[config.mk]
export PLATFORM = sky130hd
export DESIGN_NAME = alu_op_sequencer
export DESIGN_NICKNAME = d
export VERILOG_FILES = /design/src/rtl/alu_pkg.sv /design/src/rtl/alu_regfile.sv /design/src/rtl/alu_op_sequencer.sv
export SDC_FILE = /design/constraint.sdc
export NUM_CORES = 1
export LEC_CHECK = 0
export BUFFER_PORTS_ARGS = -buffer_cell sky130_fd_sc_hd__buf_2
export CORE_MARGIN = 10
export CORE_UTILIZATION = 40
export CTS_CLUSTER_SIZE = 16
export DETAILED_ROUTE_END_ITERATION = 16
export PLACE_DENSITY = 0.57
export SLEW_MARGIN = 20
export SYNTH_ARGS = -nofsm -noshare
export SYNTH_HDL_FRONTEND = slang
export SYNTH_HIERARCHICAL = 1
export SYNTH_SLANG_ARGS = --single-unit
[constraint.sdc]
create_clock -name clk_i -period 2.9 [get_ports clk_i]
set_input_delay 0.435 -clock clk_i [delete_from_list [all_inputs] [get_ports clk_i]]
set_output_delay 0.435 -clock clk_i [all_outputs]
set_load 0.02 [all_outputs]
[src/rtl/alu_pkg.sv]
// Shared opcode, FSM state and instruction-field definitions for the ALU sequencer.
// Combinational only; no latency or backpressure of its own.
package alu_pkg;

    localparam logic [4:0] OP_NOP = 5'd0;
    localparam logic [4:0] OP_ADD = 5'd1;
    localparam logic [4:0] OP_SUB = 5'd2;
    localparam logic [4:0] OP_AND = 5'd3;
    localparam logic [4:0] OP_OR  = 5'd4;
    localparam logic [4:0] OP_XOR = 5'd5;
    localparam logic [4:0] OP_SRL = 5'd6;
    localparam logic [4:0] OP_SRA = 5'd7;
    localparam logic [4:0] OP_SLL = 5'd8;

    localparam int INSTR_W   = 16;
    localparam int OP_MSB    = 15;
    localparam int OP_LSB    = 11;
    localparam int RD_MSB    = 10;
    localparam int RD_LSB    = 8;
    localparam int RS_MSB    = 7;
    localparam int RS_LSB    = 5;
    localparam int IMM_BIT   = 4;
    localparam int IMM4_MSB  = 3;
    localparam int RT_MSB    = 2;

    typedef enum logic [1:0] {
        ST_IDLE   = 2'd0,
        ST_DECODE = 2'd1,
        ST_EXEC   = 2'd2,
        ST_WB     = 2'd3
    } seq_state_e;

    function automatic logic op_legal(input logic [4:0] op);
        return (op >= OP_ADD) && (op <= OP_SLL);
    endfunction

endpackage

[src/rtl/alu_regfile.sv]
// Register file: two async read ports, one sync write port, r0 reads as zero.
// Reads are combinational, writes land on the next clock edge; never stalls.
module alu_regfile
    import alu_pkg::*;
#(
    parameter int DATA_W   = 16,
    parameter int NUM_REGS = 8,
    parameter int ADDR_W   = 3
) (
    input  logic              clk_i,
    input  logic              rst_ni,
    input  logic [ADDR_W-1:0] raddr_a_i,
    output logic [DATA_W-1:0] rdata_a_o,
    input  logic [ADDR_W-1:0] raddr_b_i,
    output logic [DATA_W-1:0] rdata_b_o,
    input  logic              we_i,
    input  logic [ADDR_W-1:0] waddr_i,
    input  logic [DATA_W-1:0] wdata_i
);

    logic [DATA_W-1:0] mem_q [NUM_REGS];

    always_ff @(posedge clk_i or negedge rst_ni) begin
        if (!rst_ni) begin
            for (int i = 0; i < NUM_REGS; i++) begin
                mem_q[i] <= '0;
            end
        end else if (we_i && (waddr_i != '0)) begin
            mem_q[waddr_i] <= wdata_i;
        end
    end

    assign rdata_a_o = (raddr_a_i == '0) ? '0 : mem_q[raddr_a_i];
    assign rdata_b_o = (raddr_b_i == '0) ? '0 : mem_q[raddr_b_i];

endmodule

[src/rtl/alu_op_sequencer.sv]
// Decodes one instruction at a time, feeds registered operands to the ALU and writes back.
// Handshake to done_o is 3 cycles, one accept every 4; ready only in IDLE. ALU_SEQ_FLAGS_EN adds zero_o/neg_o.
module alu_op_sequencer
    import alu_pkg::*;
#(
    parameter int DATA_W     = 16,
    parameter int NUM_REGS   = 8,
    parameter int REG_ADDR_W = 3
) (
    input  logic              clk_i,
    input  logic              rst_ni,
    input  logic              instr_valid_i,
    output logic              instr_ready_o,
    input  logic [15:0]       instr_i,
    output logic [DATA_W-1:0] alu_a_o,
    output logic [DATA_W-1:0] alu_b_o,
    output logic [4:0]        alu_op_o,
    input  logic [DATA_W-1:0] alu_result_i,
    output logic              done_o,
    output logic [DATA_W-1:0] result_o,
`ifdef ALU_SEQ_FLAGS_EN
    output logic              zero_o,
    output logic              neg_o,
`endif
    output logic              err_o
);

    seq_state_e        state_q, state_d;
    logic [15:0]       instr_q, instr_d;
    logic [DATA_W-1:0] a_q, a_d;
    logic [DATA_W-1:0] b_q, b_d;
    logic [4:0]        op_q, op_d;
    logic [DATA_W-1:0] res_q, res_d;
    logic              err_q, err_d;
    logic              rf_we;
    logic [DATA_W-1:0] rdata_a, rdata_b;

    logic [4:0]            dec_op;
    logic [REG_ADDR_W-1:0] dec_rd, dec_rs, dec_rt;
    logic                  dec_imm;
    logic [3:0]            dec_imm4;

    assign dec_op   = instr_q[OP_MSB:OP_LSB];
    assign dec_rd   = instr_q[RD_MSB:RD_LSB];
    assign dec_rs   = instr_q[RS_MSB:RS_LSB];
    assign dec_imm  = instr_q[IMM_BIT];
    assign dec_imm4 = instr_q[IMM4_MSB:0];
    assign dec_rt   = instr_q[RT_MSB:0];

    alu_regfile #(
        .DATA_W   (DATA_W),
        .NUM_REGS (NUM_REGS),
        .ADDR_W   (REG_ADDR_W)
    ) u_regfile (
        .clk_i     (clk_i),
        .rst_ni    (rst_ni),
        .raddr_a_i (dec_rs),
        .rdata_a_o (rdata_a),
        .raddr_b_i (dec_rt),
        .rdata_b_o (rdata_b),
        .we_i      (rf_we),
        .waddr_i   (dec_rd),
        .wdata_i   (res_q)
    );

    always_ff @(posedge clk_i or negedge rst_ni) begin
        if (!rst_ni) begin
            state_q <= ST_IDLE;
            instr_q <= '0;
            a_q     <= '0;
            b_q     <= '0;
            op_q    <= OP_NOP;
            res_q   <= '0;
            err_q   <= 1'b0;
        end else begin
            state_q <= state_d;
            instr_q <= instr_d;
            a_q     <= a_d;
            b_q     <= b_d;
            op_q    <= op_d;
            res_q   <= res_d;
            err_q   <= err_d;
        end
    end

    always_comb begin
        state_d       = state_q;
        instr_d       = instr_q;
        a_d           = a_q;
        b_d           = b_q;
        op_d          = op_q;
        res_d         = res_q;
        err_d         = 1'b0;
        rf_we         = 1'b0;
        instr_ready_o = 1'b0;
        done_o        = 1'b0;
        case (state_q)
            ST_IDLE: begin
                instr_ready_o = 1'b1;
                if (instr_valid_i) begin
                    instr_d = instr_i;
                    state_d = ST_DECODE;
                end
            end
            ST_DECODE: begin
                if (op_legal(dec_op)) begin
                    a_d     = rdata_a;
                    b_d     = dec_imm ? {{(DATA_W-4){1'b0}}, dec_imm4} : rdata_b;
                    op_d    = dec_op;
                    state_d = ST_EXEC;
                end else begin
                    err_d   = 1'b1;
                    state_d = ST_IDLE;
                end
            end
            ST_EXEC: begin
                // Opcode drops back to NOP as the result is captured, so the ALU only sees it here.
                res_d   = alu_result_i;
                op_d    = OP_NOP;
                state_d = ST_WB;
            end
            ST_WB: begin
                rf_we   = 1'b1;
                done_o  = 1'b1;
                state_d = ST_IDLE;
            end
            default: state_d = ST_IDLE;
        endcase
    end

    assign alu_a_o  = a_q;
    assign alu_b_o  = b_q;
    assign alu_op_o = op_q;
    assign result_o = res_q;
    assign err_o    = err_q;

`ifdef ALU_SEQ_FLAGS_EN
    logic zero_q, neg_q;

    always_ff @(posedge clk_i or negedge rst_ni) begin
        if (!rst_ni) begin
            zero_q <= 1'b0;
            neg_q  <= 1'b0;
        end else if (state_q == ST_WB) begin
            zero_q <= (res_q == '0);
            neg_q  <= res_q[DATA_W-1];
        end
    end

    assign zero_o = zero_q;
    assign neg_o  = neg_q;
`endif

endmodule

==> impl_metrics.toml <==
[hold_path]
min_path_type = "in -> async"

[logic_synthesis]
synth_edf_count = 0
synth_cell_types = 37
synthTopCellsByArea = "dfrtp_1 50%, mux2_2 27%, a221oi_1 4.3%"
yosysTopAreaCell = "dfrtp_1"
yosys.cell_count.top_type = "mux2_2"
ys_seq_area_share_pct = 50.3
syn-cell-area_sq_um = 9150
synth_nets = 683
synth_ff_type = "dfrtp_1"
yosysWarnings = 6
synthCells = 648
synth_area_per_cell_sq_um = 14.1
synth_commonest_cells = "217 x mux2_2, 184 x dfrtp_1, 45 x a221oi_1"
synth_top_area_share_pct = 50.3
ys_async_sr_fraction_pct = 100
ys_ff_latch = 184

[global_route]
grt_pass1_vias = 6393
grt_max_degree = 69
antenna_found_initial = 0
grtUsageTotal_pct = 17.5
grt_first_pass_wirelength_um = 38800
overflow = 0

[detailed_routing]
drc = 0
wire_per_inst_um = 24.1
ant_nets = 0
viasPerCell = 5.65
vias = 5844
first_pass_iters = 4
initialDrtViolationCount = 306
wl_um = 24900

[floorplanning]
die_x_um = 171
die_height_um = 171
core_area_sq_um = 22600
start_util_pct = 40.5
rows = 55
io_pins = 91
die_area_sq_um = 29300

[worst_setup_path]
critPathKind = "reg -> reg"
cp-start-kind = "register"
regToRegEndpoint = "alu_b_o[8]$_DFFE_PN0P_"
path_buf_inv = 1
slowest_stage = "dfrtp_2"
cp_cell_sequence = "buf_4 > mux2_2 > a221oi_1 > a221oi_1 > nor2b_1 > mux2_2"
worstPathRequired_ns = 3.22
arrival_ns = 2.71
cp_top_family = "flip-flops"
r2r_cells = 6
end_kind = "register"
critical-path-max-stage-delay_ns = 0.81
crit_fanout = 24
cp.depth = 6
r2r_start = "instr_q[0]$_DFFE_PN0P_"
r2r_slack_ns = 0.51

[cts]
htree_levels = 4
clockRootBuffer = "clkbuf_16"
clk_latency_ns = 0.44
tritoncts = "yes"
cts_hold_buf = 0
cts_resized = 0
clock_sinks = 184
clk_pin_slew_worst_paths_ns = 0.07
clock_path_buffers = 2
cts_setup_buffers = 0
numCtsBuffers = 17

[outcome]
violations = "negative hold slack"
status = "finished, violations left"

[timing]
hold_ws_ns = -0.00146
worst_pin_slew_ns = 0.783
final.period_utilization_pct = 82.5
max_freq_ghz = 0.418
period_needed_ns = 2.39
rsz0062_at_grt = "false"
hold_viol = 1
setup_viol = 0
slew_viol_final = 0
fin_skew_ns = 0.0102
slew_headroom_pct = 47.8
timing.setup.tns_ns = 0

[layout]
layout.nets = 772
final_layout_size_suffix_gt1_share_pct = 53.7
syn_to_final_growth_pct = 14.3
antenna_cells = 0
fill_cells = 2016

[placed_design]
dp_hpwl_um = 16500
gp_congestion = 0.811
portBuffers = 90

[power_and_ir_drop]
total_leakage_power_nw = 5.01
ir_worst_vdd_mv = 0.767
power_density_nw_per_um2 = 1200

[run]
cap_violations = 0
==> kinds of logic after synthesis <==
logic type             share of synthesized area (%)
multiplexers                                    34.4
AND/OR/NAND/NOR                                 4.47
AO/OA/AOI/OAI                                   6.55
flip-flops                                      50.3
buffers and inverters                           4.28
==> registers in the layout, summed over array words and instances, names as in the netlist, named ones only <==
register,cells
alu_b_o,16
instr_q,16
alu_a_o,16
result_o,16
state_q,1
u_regfile/mem_q,112
alu_op_o,5
err_o,1
==> cell type report <==
cell class                 count  area (sq um)  share of cell area, %
clock buffer                  19           443                   4.23
clock inverter                13           146                   1.40
inverter                       5          18.8                  0.179
multi-input combinational    409          4160                   39.7
sequential                   184          4610                   44.0
tap                          285           357                   3.41
timing repair buffer         120           732                   7.00
==> power by group <==
part | internal, mW | leakage, nW | switching, mW | total [mW]
Sequential | 3.65 | 2.39 | 1.35 | 4.99
Combinational | 2.71 | 2.34 | 2.52 | 5.22
Clock | 1.30 | 0.284 | 1.04 | 2.34
==> cell usage in the layout (no fill, tap or decap), types with 2 or more instances in the layout <==
cell type and n:
nand2_1 7, mux2i_1 32, clkbuf_16 17, dfrtp_1 182, and2_1 3, clkinvlp_4 2, mux2_1 7, a32o_1 3
buf_4 26, clkinv_4 4, and4bb_1 2, bufinv_16 2, buf_2 89, a31oi_1 3, a21oi_1 2, mux2_4 20
buf_12 4, nor2_1 18, inv_6 3, a221oi_1 45, clkinv_2 2, nor2b_1 14, dfrtp_2 2, nor2b_2 2
o22ai_1 16, inv_1 5, nand4b_4 3, mux2_2 217
==> metrics by stage <==
stage	utilization, %	cells	worst slack (ns)	instance area (sq um)	power [mW]
after CTS	46.3	1035	0.533	10500	12.7
after floorplan	-	648	1.02	9150	8.49
after global routing	46.3	1035	0.453	10500	13.3
after detailed placement	43.7	1003	0.608	9870	10.3
after global placement	43.7	1003	0.616	9870	10.1
final	46.3	1035	0.508	10500	12.6
==> per-layer routing <==
layer,routed length (um),vias up,track usage [%]
met5,0,-,0
met4,378,0,5.10
met2,12300,124,28.7
li1,-,2611,-
met3,922,24,3.37
met1,11300,3085,23.0
==> worst max path at each step <==
stage                                start                               end  slack [ns]
floorplan                         register  u_regfile/mem_q[100]$_DFFE_PN0P_        1.02
global placement    instr_q[0]$_DFFE_PN0P_            alu_b_o[7]$_DFFE_PN0P_        0.62
detailed placement  instr_q[0]$_DFFE_PN0P_            alu_b_o[8]$_DFFE_PN0P_        0.61
CTS                 instr_q[0]$_DFFE_PN0P_            alu_b_o[8]$_DFFE_PN0P_        0.53
global route        instr_q[0]$_DFFE_PN0P_            alu_b_o[8]$_DFFE_PN0P_        0.45
finish              instr_q[0]$_DFFE_PN0P_            alu_b_o[8]$_DFFE_PN0P_        0.51
(Power assumes the default switching activity.)
